===== config.mk =====
export PLATFORM = sky130hd
export DESIGN_NAME = capture_ctrl_module
export DESIGN_NICKNAME = d
export VERILOG_FILES = /design/src/rtl/capture_ctrl_module.sv
export SDC_FILE = /design/constraint.sdc
export NUM_CORES = 1
export LEC_CHECK = 0
export ABC_AREA = 0
export CAP_MARGIN = 25
export CORE_MARGIN = 5
export CORE_UTILIZATION = 46
export DETAILED_ROUTE_END_ITERATION = 10
export HOLD_SLACK_MARGIN = 0.03
export PLACE_DENSITY_LB_ADDON = 0.3
export SYNTH_ARGS = -nofsm -noshare
export SYNTH_HDL_FRONTEND = slang
export SYNTH_SLANG_ARGS = --single-unit

===== constraint.sdc =====
create_clock -name CLK -period 5.1 [get_ports CLK]
set_input_delay 1.02 -clock CLK [delete_from_list [all_inputs] [get_ports CLK]]
set_output_delay 1.02 -clock CLK [all_outputs]
set_load 0.05 [all_outputs]

===== src/rtl/capture_ctrl_module.sv =====
// -----------------------------------------------------------------------------
// capture_ctrl_module
//
// Frame-capture sequencer for the OV7620 path. Consumes HSYNC/VSYNC that have
// already been aligned upstream, tracks pixel/line position, opens a
// programmable capture window and drives the frame-buffer write strobe and
// write address. Supports single-shot and continuous capture with
// start/done/error reporting.
//
// Optional feature macro: FRAME_CNT_EN
//   defined   : FRAME_CNT counts frames that completed without ERR (wraps)
//   undefined : FRAME_CNT is tied to 0 and no counter is built
//
// Ports
//   CLK          pixel clock
//   RST          synchronous active-high reset
//   HSYNC        aligned line-valid, high = active pixels
//   VSYNC        aligned frame sync, high pulse marks frame boundary
//   ARM          one-cycle capture request (honoured in IDLE only)
//   MODE_CONT    1 = re-arm automatically after each frame
//   ABORT        one-cycle request to stop immediately (wins over ARM)
//   WIN_X0/WIN_W horizontal window start / width in pixels
//   WIN_Y0/WIN_H vertical window start / height in lines
//   WR_EN        frame-buffer write strobe (one cycle after the pixel sample)
//   WR_ADDR      address of the current write
//   FRAME_START  one-cycle pulse at capture-frame start
//   FRAME_DONE   one-cycle pulse at capture-frame end
//   BUSY         high in every state except IDLE
//   ERR          sticky short-frame flag, cleared when the next frame latches
//   FRAME_CNT    completed-frame count
//
// State     | meaning
// ----------+------------------------------------------------------------
// IDLE      | not armed, waiting for ARM
// WAIT_VS   | armed, waiting for VSYNC rise to latch the window
// VS_HI     | frame latched, waiting for VSYNC fall
// CAPTURE   | counting pixels/lines, writing pixels inside the window
// DONE      | one cycle, FRAME_DONE pulse, then WAIT_VS or IDLE
// -----------------------------------------------------------------------------
module capture_ctrl_module #(
    parameter int PX_W   = 10,
    parameter int LN_W   = 9,
    parameter int ADDR_W = 19
) (
    input  logic              CLK,
    input  logic              RST,
    input  logic              HSYNC,
    input  logic              VSYNC,
    input  logic              ARM,
    input  logic              MODE_CONT,
    input  logic              ABORT,
    input  logic [PX_W-1:0]   WIN_X0,
    input  logic [PX_W-1:0]   WIN_W,
    input  logic [LN_W-1:0]   WIN_Y0,
    input  logic [LN_W-1:0]   WIN_H,
    output logic              WR_EN,
    output logic [ADDR_W-1:0] WR_ADDR,
    output logic              FRAME_START,
    output logic              FRAME_DONE,
    output logic              BUSY,
    output logic              ERR,
    output logic [15:0]       FRAME_CNT
);

    typedef enum logic [2:0] {
        S_IDLE    = 3'd0,
        S_WAIT_VS = 3'd1,
        S_VS_HI   = 3'd2,
        S_CAPTURE = 3'd3,
        S_DONE    = 3'd4
    } state_t;

    state_t state_q, state_d;

    // Sync history; edges compare the live input with the registered copy.
    logic hs_q, vs_q;
    logic hs_fall, vs_rise, vs_fall;

    // Window shadow registers, loaded once per frame at the VSYNC rise.
    logic [PX_W-1:0] x0_q, x0_d, w_q, w_d;
    logic [LN_W-1:0] y0_q, y0_d, h_q, h_d;

    // Position counters are one bit wider than the window fields so that
    // X0+W / Y0+H can be reached without wrapping.
    logic [PX_W:0]       px_q, px_d;
    logic [LN_W:0]       line_q, line_d;
    logic [ADDR_W-1:0]   addr_q, addr_d;
    logic                wr_en_q, wr_en_d;
    logic                fstart_q, fstart_d;
    logic                err_q, err_d;

    logic [PX_W:0]  x_lo, x_end;
    logic [LN_W:0]  y_lo, y_end, line_inc;
    logic           in_win, line_done, latch;

    assign hs_fall = hs_q & ~HSYNC;
    assign vs_rise = VSYNC & ~vs_q;
    assign vs_fall = vs_q & ~VSYNC;

    assign x_lo     = {1'b0, x0_q};
    assign x_end    = {1'b0, x0_q} + {1'b0, w_q};
    assign y_lo     = {1'b0, y0_q};
    assign y_end    = {1'b0, y0_q} + {1'b0, h_q};
    assign line_inc = line_q + 1'b1;

    assign in_win    = (px_q >= x_lo) && (px_q < x_end) &&
                       (line_q >= y_lo) && (line_q < y_end);
    assign line_done = hs_fall && (line_inc == y_end);
    assign latch     = (state_q == S_WAIT_VS) && vs_rise && !ABORT;

    // ---------------------------------------------------------------- FSM
    always_ff @(posedge CLK) begin
        if (RST) begin
            state_q <= S_IDLE;
        end else begin
            state_q <= state_d;
        end
    end

    always_comb begin
        state_d = state_q;
        if (ABORT) begin
            state_d = S_IDLE;
        end else begin
            case (state_q)
                S_IDLE: begin
                    if (ARM) state_d = S_WAIT_VS;
                end
                S_WAIT_VS: begin
                    if (vs_rise) state_d = S_VS_HI;
                end
                S_VS_HI: begin
                    // An empty vertical window completes as soon as the frame opens.
                    if (vs_fall) state_d = (h_q == '0) ? S_DONE : S_CAPTURE;
                end
                S_CAPTURE: begin
                    if (line_done || vs_rise) state_d = S_DONE;
                end
                S_DONE: begin
                    state_d = MODE_CONT ? S_WAIT_VS : S_IDLE;
                end
                default: state_d = S_IDLE;
            endcase
        end
    end

    always_comb begin
        FRAME_DONE = (state_q == S_DONE);
        BUSY       = (state_q != S_IDLE);
    end

    // ----------------------------------------------------------- datapath
    always_comb begin
        x0_d     = x0_q;
        w_d      = w_q;
        y0_d     = y0_q;
        h_d      = h_q;
        px_d     = px_q;
        line_d   = line_q;
        addr_d   = addr_q;
        wr_en_d  = 1'b0;
        fstart_d = latch;
        err_d    = err_q;

        if (latch) begin
            x0_d  = WIN_X0;
            w_d   = WIN_W;
            y0_d  = WIN_Y0;
            h_d   = WIN_H;
            err_d = 1'b0;
        end

        if (wr_en_q) begin
            addr_d = addr_q + 1'b1;
        end

        if ((state_q == S_VS_HI) && vs_fall) begin
            px_d   = '0;
            line_d = '0;
            addr_d = '0;
        end

        if (state_q == S_CAPTURE) begin
            if (HSYNC) begin
                px_d = px_q + 1'b1;
            end
            if (hs_fall) begin
                px_d   = '0;
                line_d = line_inc;
            end
            wr_en_d = HSYNC && in_win && !vs_rise && !ABORT;
            // Line completion on the same cycle as a VSYNC rise counts as a
            // clean finish, not a short frame.
            if (vs_rise && !line_done && !ABORT) begin
                err_d = 1'b1;
            end
        end
    end

    always_ff @(posedge CLK) begin
        if (RST) begin
            hs_q     <= 1'b0;
            vs_q     <= 1'b0;
            x0_q     <= '0;
            w_q      <= '0;
            y0_q     <= '0;
            h_q      <= '0;
            px_q     <= '0;
            line_q   <= '0;
            addr_q   <= '0;
            wr_en_q  <= 1'b0;
            fstart_q <= 1'b0;
            err_q    <= 1'b0;
        end else begin
            hs_q     <= HSYNC;
            vs_q     <= VSYNC;
            x0_q     <= x0_d;
            w_q      <= w_d;
            y0_q     <= y0_d;
            h_q      <= h_d;
            px_q     <= px_d;
            line_q   <= line_d;
            addr_q   <= addr_d;
            wr_en_q  <= wr_en_d;
            fstart_q <= fstart_d;
            err_q    <= err_d;
        end
    end

    assign WR_EN       = wr_en_q;
    assign WR_ADDR     = addr_q;
    assign FRAME_START = fstart_q;
    assign ERR         = err_q;

`ifdef FRAME_CNT_EN
    logic [15:0] fcnt_q, fcnt_d;

    always_comb begin
        fcnt_d = fcnt_q;
        if ((state_q == S_DONE) && !err_q) begin
            fcnt_d = fcnt_q + 16'd1;
        end
    end

    always_ff @(posedge CLK) begin
        if (RST) begin
            fcnt_q <= '0;
        end else begin
            fcnt_q <= fcnt_d;
        end
    end

    assign FRAME_CNT = fcnt_q;
`else
    assign FRAME_CNT = 16'd0;
`endif

endmodule

==> out/qor.csv, run 1 <==
metric,value,unit
status,"complete, no violations",
async_flop_share,0,
fin_cells,882,
fp.coreArea,11500,um^2
synth-seq-cells,86,
fin_skew,0.00659,ns
place_inst,866,
finalSetupViolations,0,
detail_route.first_pass.iterations,4,
die_w,119,um
post-route-period-util,0.779,
grt_setup_unrepaired,false,
hold_viol,0,
global_route.usage.met3,0.0474,
slew_headroom,0.315,
final_cell_mix,"103 x nand2_1, 86 x dfxtp_1, 69 x a21oi_1, 67 x clkdlybuf4s50_1, 61 x ha_1",
postRouteWirelength,12.8,mm
viasPerCell,5.43,
ys.flop_type,dfxtp_1,
fp.dieH,119,um
synth_area_leaders,"dfxtp_1 31%, ha_1 14%, nand2_1 7.1%",
detailed_place_hpwl,9.68,mm
antenna_found_initial,0,
start_util,0.475,
final.min_clock_period,3.97,ns
cts_root_buffer,clkbuf_16,
min_path_type,register to register,
top_usage_layer,met2,
dpl_cell_area,6200,um^2
clockBufferDepth,2,
avgSynthCellArea,8.10,um^2
row_count,39,
ys_warn_count,0,
io_pins,85,
hp-start,w_q[4]$_SDFFE_PP0P_,
syn_area,5470,um^2
multi_input_area,3480,um^2
yosys.area.top_type,dfxtp_1,
min_path_cells,2,
nFillCells,1088,
synth_top_area_frac,0.315,
power,1.54,mW
worst_pin_slew,1.03,ns
drive_gt1_frac,0.0433,
reg2reg_slack,1.13,ns
port_buffers,68,
drv_slew,0,
use_met2,0.341,
vdd_drop_max,0.166,mV
grt_pass1_wl,21.7,mm
ant_nets,0,
cp-start-kind,register,
required,5.29,ns
post-route-drc-count,0,
stdcell_area,6530,um^2
clkSlewWorstSetupHoldPaths,0.06,ns
cp.arrival,4.17,ns
grtUsageMet1,0.206,
synthCells,676,
grt_use_total,0.183,
seq_area,1720,um^2
ctsResizeCount,0,
routabilityCongestion,0.856,
p_leak,2.56,nW
postCtsSetupBuffers,0,
powerDensity,235,nW/um^2
clock.fmax,252,MHz
final.setup.tns,0,ns
cts_tree,yes,
path_class,register to register,
ctsHoldBuffers,0,
r2r-end,WR_EN$_SDFF_PP0_,
vias,4790,
endpoint_kind,register,
drv_cap,0,
layout.nets,842,
synth_cell_type_count,61,
grt_pass1_vias,4713,
post_drt_wl_per_cell,14.5,um
critPathMaxFanout,3,
overflow,0,
min_to,w_q[4]$_SDFFE_PP0P_,
dieArea,14200,um^2
final_common_cell,nand2_1,
synth_edf_count,0,
cts_buffers,9,
utilization,0.567,
syn2layout_area_growth,19.4,%
cts_htree_levels,3,
drt_iter0_drc,182,
yosysSeqAreaShare,0.315,
diodes,0,
clock_sinks,86,
insertion_delay,0.34,ns
reg2reg_depth,16,
grt_start_max_net_pins,57,
r2r_start,x0_q[0]$_SDFFE_PP0P_,
per-stage QoR:
step	worst slack (ns)	hold slack (ns)
final	1.13	0.459
after global placement	1.40	0.449
after detailed placement	1.16	0.454
after CTS	1.11	0.462
after floorplan	1.65	0.440
after global routing	0.795	0.480
cell families (layout without fill, tap and decap cells):
kind of cell / count (synthesis) / count (layout) / synth area share
multiplexers: 2 / 2 / 0.00366
AND/OR/NAND/NOR: 254 / 254 / 0.216
buffers and inverters: 70 / 118 / 0.0592
adder cells (fa/ha/maj): 63 / 63 / 0.147
AO/OA/AOI/OAI: 154 / 154 / 0.179
XOR/XNOR: 46 / 46 / 0.0800
flip-flops: 86 / 86 / 0.315
other: 1 / 16 / 0.000685
cell type report:
class | count | share of cell area
Inverter | 31 | 0.0178
Clock inverter | 5 | 0.0124
Clock buffer | 11 | 0.0387
Timing Repair Buffer | 71 | 0.107
Sequential cell | 86 | 0.264
Multi-Input combinational cell | 535 | 0.533
Tap cell | 143 | 0.0274
metal layers:
layer	vias to the layer above	routed length, um
li1	2430	-
met5	-	0
met2	104	6680
met4	0	175
met1	2235	5440
met3	21	539
sequential cells by signal (all words and copies together), names as in the netlist, 3 cells and up:
| signal | count |
|---|---|
| WR_ADDR | 19 |
| px_q | 11 |
| line_q | 10 |
| w_q | 10 |
| x0_q | 10 |
| h_q | 9 |
| y0_q | 9 |
| state_q | 3 |
worst max-delay path, stage by stage (launching register included):
cell and delay, ns:
dfxtp_1 0.33, ha_1 0.23, fa_1 0.42, a21o_1 0.18
a21oi_1 0.21, o21bai_1 0.09, a21oi_1 0.22, o21bai_1 0.09
a21oi_1 0.22, nor2_1 0.08, a211oi_1 0.20, ha_1 0.29
a211oi_1 0.23, nand3_1 0.11, a211o_1 0.29, a211o_1 0.27
a2111oi_0 0.35
worst max-delay path by stage:
stage / depth (start not counted) / slack (ns) / from / end
2_1_floorplan: 16 / 1.65 / x0_q[0]$_SDFFE_PP0P_ / WR_EN$_SDFF_PP0_
3_3_place_gp: 16 / 1.40 / x0_q[0]$_SDFFE_PP0P_ / WR_EN$_SDFF_PP0_
3_5_place_dp: 16 / 1.16 / x0_q[0]$_SDFFE_PP0P_ / WR_EN$_SDFF_PP0_
4_1_cts: 16 / 1.11 / x0_q[0]$_SDFFE_PP0P_ / WR_EN$_SDFF_PP0_
5_1_grt: 16 / 0.79 / x0_q[0]$_SDFFE_PP0P_ / WR_EN$_SDFF_PP0_
6_report: 16 / 1.13 / x0_q[0]$_SDFFE_PP0P_ / WR_EN$_SDFF_PP0_
synth_stat cells (4+ instances only):
master,n
nor2b_1,9
nor2_1,57
inv_1,31
nand2b_1,8
dfxtp_1,86
a21oi_1,69
a22oi_1,4
xnor2_1,18
nand3b_1,5
o21ai_0,21
nand4_1,7
o21a_1,7
a211oi_1,7
buf_4,16
nand2_1,103
xor2_1,25
ha_1,61
clkbuf_1,21
and3_1,13
a21o_1,20
or3_1,8
nor3_1,13
nand3_1,16
o21bai_1,4
report_power, final:
part	total, mW	internal (mW)	switching [mW]
logic	0.134	0.0573	0.0764
registers	0.682	0.677	0.00546
clock network	0.722	0.456	0.267
total	1.54	1.19	0.348
No activity file was read; power rests on OpenSTA's default activity.
==> inputs of run 2 (changes only) <==
clock period = 4 ns   (was 5.1 ns; I/O delays follow)
==> run 2 against run 1 <==
Sequential share of layout area increased by 0.13 points; non-clock buffer count increased by 1; combinational power increased by 28%; global-route usage decreased by 0.81 points; die area unchanged; register-to-register slack got worse by 0.84 ns; clock-buffer cell count increased by 2; sequential power increased by 28%; clock power increased by 8.9%; fmax increased by 6.9%; critical endpoint unchanged; largest power group is now registers.
==> out/qor.csv, run 2 (synthesis gave the netlist of run 1 again) <==
metric,value,unit
insertion_delay,0.34,ns
antenna_found_initial,0,
post-route-period-util,0.929,
start_util,0.475,
ant_nets,0,
fin_skew,0.00453,ns
die_w,119,um
grt_pass1_wl,20.7,mm
endpoint_kind,register,
path_cells,ha_1 -> fa_1 -> a21o_1 -> a21oi_1 -> o21bai_1 -> a21oi_2 -> o21bai_1 -> a21oi_2 -> nor2_1 -> a211oi_1 -> ha_1 -> a211oi_1 -> nand3_1 -> a211o_1 -> a211o_1 -> a2111oi_0,
grt_start_max_net_pins,57,
drive_gt1_frac,0.0434,
clock_sinks,86,
reg2reg_depth,16,
postRouteWirelength,12.4,mm
r2r_start,x0_q[0]$_SDFFE_PP0P_,
max_stage_delay,0.40,ns
path_class,register to register,
slew_headroom,0.413,
fin_cells,881,
hold_viol,0,
final_cell_mix,"103 x nand2_1, 86 x dfxtp_1, 67 x a21oi_1, 67 x clkdlybuf4s50_1, 61 x ha_1",
crit_path_start,x0_q[0]$_SDFFE_PP0P_,
final_common_cell,nand2_1,
detail_route.first_pass.iterations,6,
cts_root_buffer,clkbuf_16,
final.min_clock_period,3.72,ns
cp.arrival,3.95,ns
routabilityCongestion,0.862,
drt_iter0_drc,211,
p_leak,2.55,nW
clock.fmax,269,MHz
diodes,0,
fp.coreArea,11500,um^2
min_path_cells,2,
cts_tree,yes,
fp.dieH,119,um
cts_htree_levels,3,
cts_buffers,9,
crit_path_top_delay_cell,fa_1,
powerDensity,281,nW/um^2
clkSlewWorstSetupHoldPaths,0.06,ns
final.setup.tns,0,ns
layout.nets,843,
worst_pin_slew,0.873,ns
dieArea,14200,um^2
min_path_type,register to register,
vdd_drop_max,0.176,mV
critPathMaxFanout,3,
clockBufferDepth,2,
row_count,39,
status,"complete, no violations",
drv_slew,0,
post_drt_wl_per_cell,14.0,um
largest_reg_flops,19,
grt_pass1_vias,4512,
detailed_place_hpwl,9.47,mm
hp-start,w_q[0]$_SDFFE_PP0P_,
overflow,0,
port_buffers,68,
finalSetupViolations,0,
io_pins,85,
cp-start-kind,register,
syn2layout_area_growth,18.8,%
setup_ws,0.283,ns
required,4.23,ns
vias,4716,
power,1.83,mW
post-route-drc-count,0,
viasPerCell,5.35,
drv_cap,0,
place_inst,866,
postCtsSetupBuffers,0,
place_ws,0.225,ns
grt_use_total,0.175,
-- run 2: stage by stage --
step                      instance area (um^2)   util  hold WS (ns)
after floorplan                           5530      -         0.440
after global placement                    6200  0.538         0.451
after detailed placement                  6200  0.538         0.456
after CTS                                 6470  0.562         0.465
after global routing                      6500  0.565         0.490
final                                     6500  0.565         0.466
-- run 2: cell type report --
type	instances	area, um^2
multi-input combinational	535	3490
inverter	31	116
clock inverter	1	5.00
timing repair buffer	72	718
fill	1096	5010
tap	143	179
sequential	86	1720
clock buffer	13	270
-- run 2: where the power goes --
part           internal [mW]  switching, mW
clock network          0.464          0.323
registers              0.863        0.00665
logic                 0.0750         0.0972
-- run 2: worst max-delay path, delay by kind of cell, from the launching register on --
family                     cells  cell delay, ns
AOI/OAI and AO/OA             11            2.19
adders and majority gates      3            0.91
DFF                            1            0.33
and+or+nand+nor                2            0.18
-- run 2: metal layers --
| metal | up-vias | share of wire | global-route usage |
|---|---|---|---|
| li1 | 2431 | - | - |
| met1 | 2204 | 0.44 | 0.205 |
| met2 | 69 | 0.51 | 0.315 |
| met3 | 12 | 0.043 | 0.0464 |
| met4 | 0 | 0.010 | 0.0449 |
| met5 | - | 0 | 0 |
-- run 2: repair_timing --
| item | in CTS | in global routing |
|---|---|---|
| gates resized for setup | 0 | 2 |
| endpoints found under the setup margin | 0 | 1 |
| hold buffers | 0 | 0 |
| endpoints found under the hold margin | 0 | 0 |
-- run 2: final timing paths --
| kind | end | slack (ns) |
|---|---|---|
| max reg2reg | WR_EN$_SDFF_PP0_ | 0.28 |
| min reg2reg | w_q[0]$_SDFFE_PP0P_ | 0.47 |
| min | w_q[0]$_SDFFE_PP0P_ | 0.47 |
| max | WR_EN$_SDFF_PP0_ | 0.28 |
==> inputs of run 3 (changes only) <==
CTS_CLUSTER_DIAMETER = 50   (was default)
clock period = 3.82 ns   (was 4 ns; I/O delays follow)
==> run 3 against run 2 <==
Fmax increased by 2.4%; power up 15%; critical path depth is the same; wire length up 3.5%; worst setup slack got worse by 0.093 ns; flip-flop and latch count unchanged; first-iteration DRC count is 16% higher; core utilization increased by 0.66 points; clock skew is 0.0030 ns higher; critical endpoint unchanged.
==> out/qor.csv, run 3 (synthesis gave the netlist of run 1 again) <==
metric,value,unit
p_leak,2.58,nW
syn2layout_area_growth,20.2,%
post_drt_wl_per_cell,14.5,um
utilization,0.571,
critPathMaxFanout,3,
vias,4762,
routabilityCongestion,0.858,
fin_skew,0.00756,ns
powerDensity,318,nW/um^2
place_ws,0.0397,ns
grt_pass1_vias,4671,
cts_buffers,9,
final_cell_mix,"103 x nand2_1, 86 x dfxtp_1, 67 x clkdlybuf4s50_1, 66 x a21oi_1, 61 x ha_1",
largest_reg_flops,19,
drv_slew,0,
post-route-drc-count,0,
antenna_found_initial,0,
row_count,39,
detail_route.first_pass.iterations,4,
final_common_cell,nand2_1,
clock.fmax,275,MHz
slew_headroom,0.420,
grt_start_max_net_pins,57,
drt_iter0_drc,244,
clkSlewWorstSetupHoldPaths,0.06,ns
required,4.05,ns
dieArea,14200,um^2
min_path_cells,2,
grt_pass1_wl,21.5,mm
min_path_type,register to register,
final.min_clock_period,3.63,ns
die_w,119,um
clockBufferDepth,2,
layout.nets,844,
viasPerCell,5.39,
grt_use_total,0.181,
path_class,register to register,
postCtsSetupBuffers,0,
finalSetupViolations,0,
worst_pin_slew,0.871,ns
fp.dieH,119,um
start_util,0.475,
overflow,0,
hold_viol,0,
detailed_place_hpwl,9.78,mm
cp.arrival,3.86,ns
drv_cap,0,
fp.coreArea,11500,um^2
ant_nets,0,
post-route-period-util,0.950,
clock_sinks,86,
status,"complete, no violations",
cts_root_buffer,clkbuf_16,
vdd_drop_max,0.248,mV
postRouteWirelength,12.8,mm
endpoint_kind,register,
reg2reg_depth,16,
io_pins,85,
cts_tree,yes,
insertion_delay,0.35,ns
cts_htree_levels,3,
setup_ws,0.190,ns
drive_gt1_frac,0.0486,
cp-start-kind,register,
diodes,0,
port_buffers,68,
-- run 3: cell types whose count changed in the layout (fill, tap and decap cells not counted) --
cell and change:
a21oi_2 +1, fa_1 -1, clkbuf_8 -2, a21oi_1 -1, buf_4 +1, bufinv_16 +3, fa_2 +1
-- run 3: report_power, final --
part	internal [mW]	switching [mW]	leakage, nW	total [mW]
Combinational	0.0790	0.103	1.72	0.182
Sequential	0.904	0.00706	0.694	0.911
Clock	0.652	0.349	0.166	1.00
Total	1.63	0.459	2.58	2.09
-- run 3: through the flow --
stage	hold slack [ns]	instances	setup TNS, ns	total power [mW]	area, um^2
after CTS	0.463	882	0	2.11	6540
after floorplan	0.440	691	0	1.05	5530
final	0.459	883	0	2.09	6580
after global placement	0.451	867	0	1.11	6210
after global routing	0.492	883	-0.0279	2.17	6580
after detailed placement	0.455	867	0	1.11	6210
-- run 3: critical path, stage by stage, from the launching register on --
cell and delay, ns:
dfxtp_1 0.33, ha_1 0.23, fa_2 0.36, a21o_1 0.19, a21oi_2 0.18, o21bai_1 0.10, a21oi_2 0.18, o21bai_1 0.10
a21oi_2 0.18, nor2_1 0.07, a211oi_1 0.17, ha_1 0.28, a211oi_1 0.23, nand3_1 0.12, a211o_1 0.30, a211o_1 0.26
a2111oi_0 0.25
-- run 3: repair_timing --
action / 4_1_cts / 5_1_grt
hold endpoints to repair: 0 / 0
hold buffers: 0 / 0
endpoints found under the setup margin: 0 / 1
gates resized for setup: 0 / 4
-- run 3: final timing paths --
path         slack, ns                 start             endpoint
max               0.19  x0_q[0]$_SDFFE_PP0P_     WR_EN$_SDFF_PP0_
min               0.46   w_q[4]$_SDFFE_PP0P_  w_q[4]$_SDFFE_PP0P_
max reg2reg       0.19  x0_q[0]$_SDFFE_PP0P_     WR_EN$_SDFF_PP0_
min reg2reg       0.46   w_q[4]$_SDFFE_PP0P_  w_q[4]$_SDFFE_PP0P_
-- run 3: per-layer routing --
metal | GRT usage | vias up | share of wire
met5 | 0 | - | 0
met3 | 0.0417 | 13 | 0.038
met4 | 0.0543 | 0 | 0.010
met1 | 0.209 | 2240 | 0.42
li1 | - | 2433 | -
met2 | 0.331 | 76 | 0.53
-- run 3: layout make-up --
class                           count  area (um^2)
Multi-Input combinational cell    535         3500
Inverter                           31          116
Clock buffer                       11          243
Clock inverter                      4         95.1
Tap cell                          143          179
Fill cell                        1081         4940
Sequential cell                    86         1720
Timing Repair Buffer               73          726
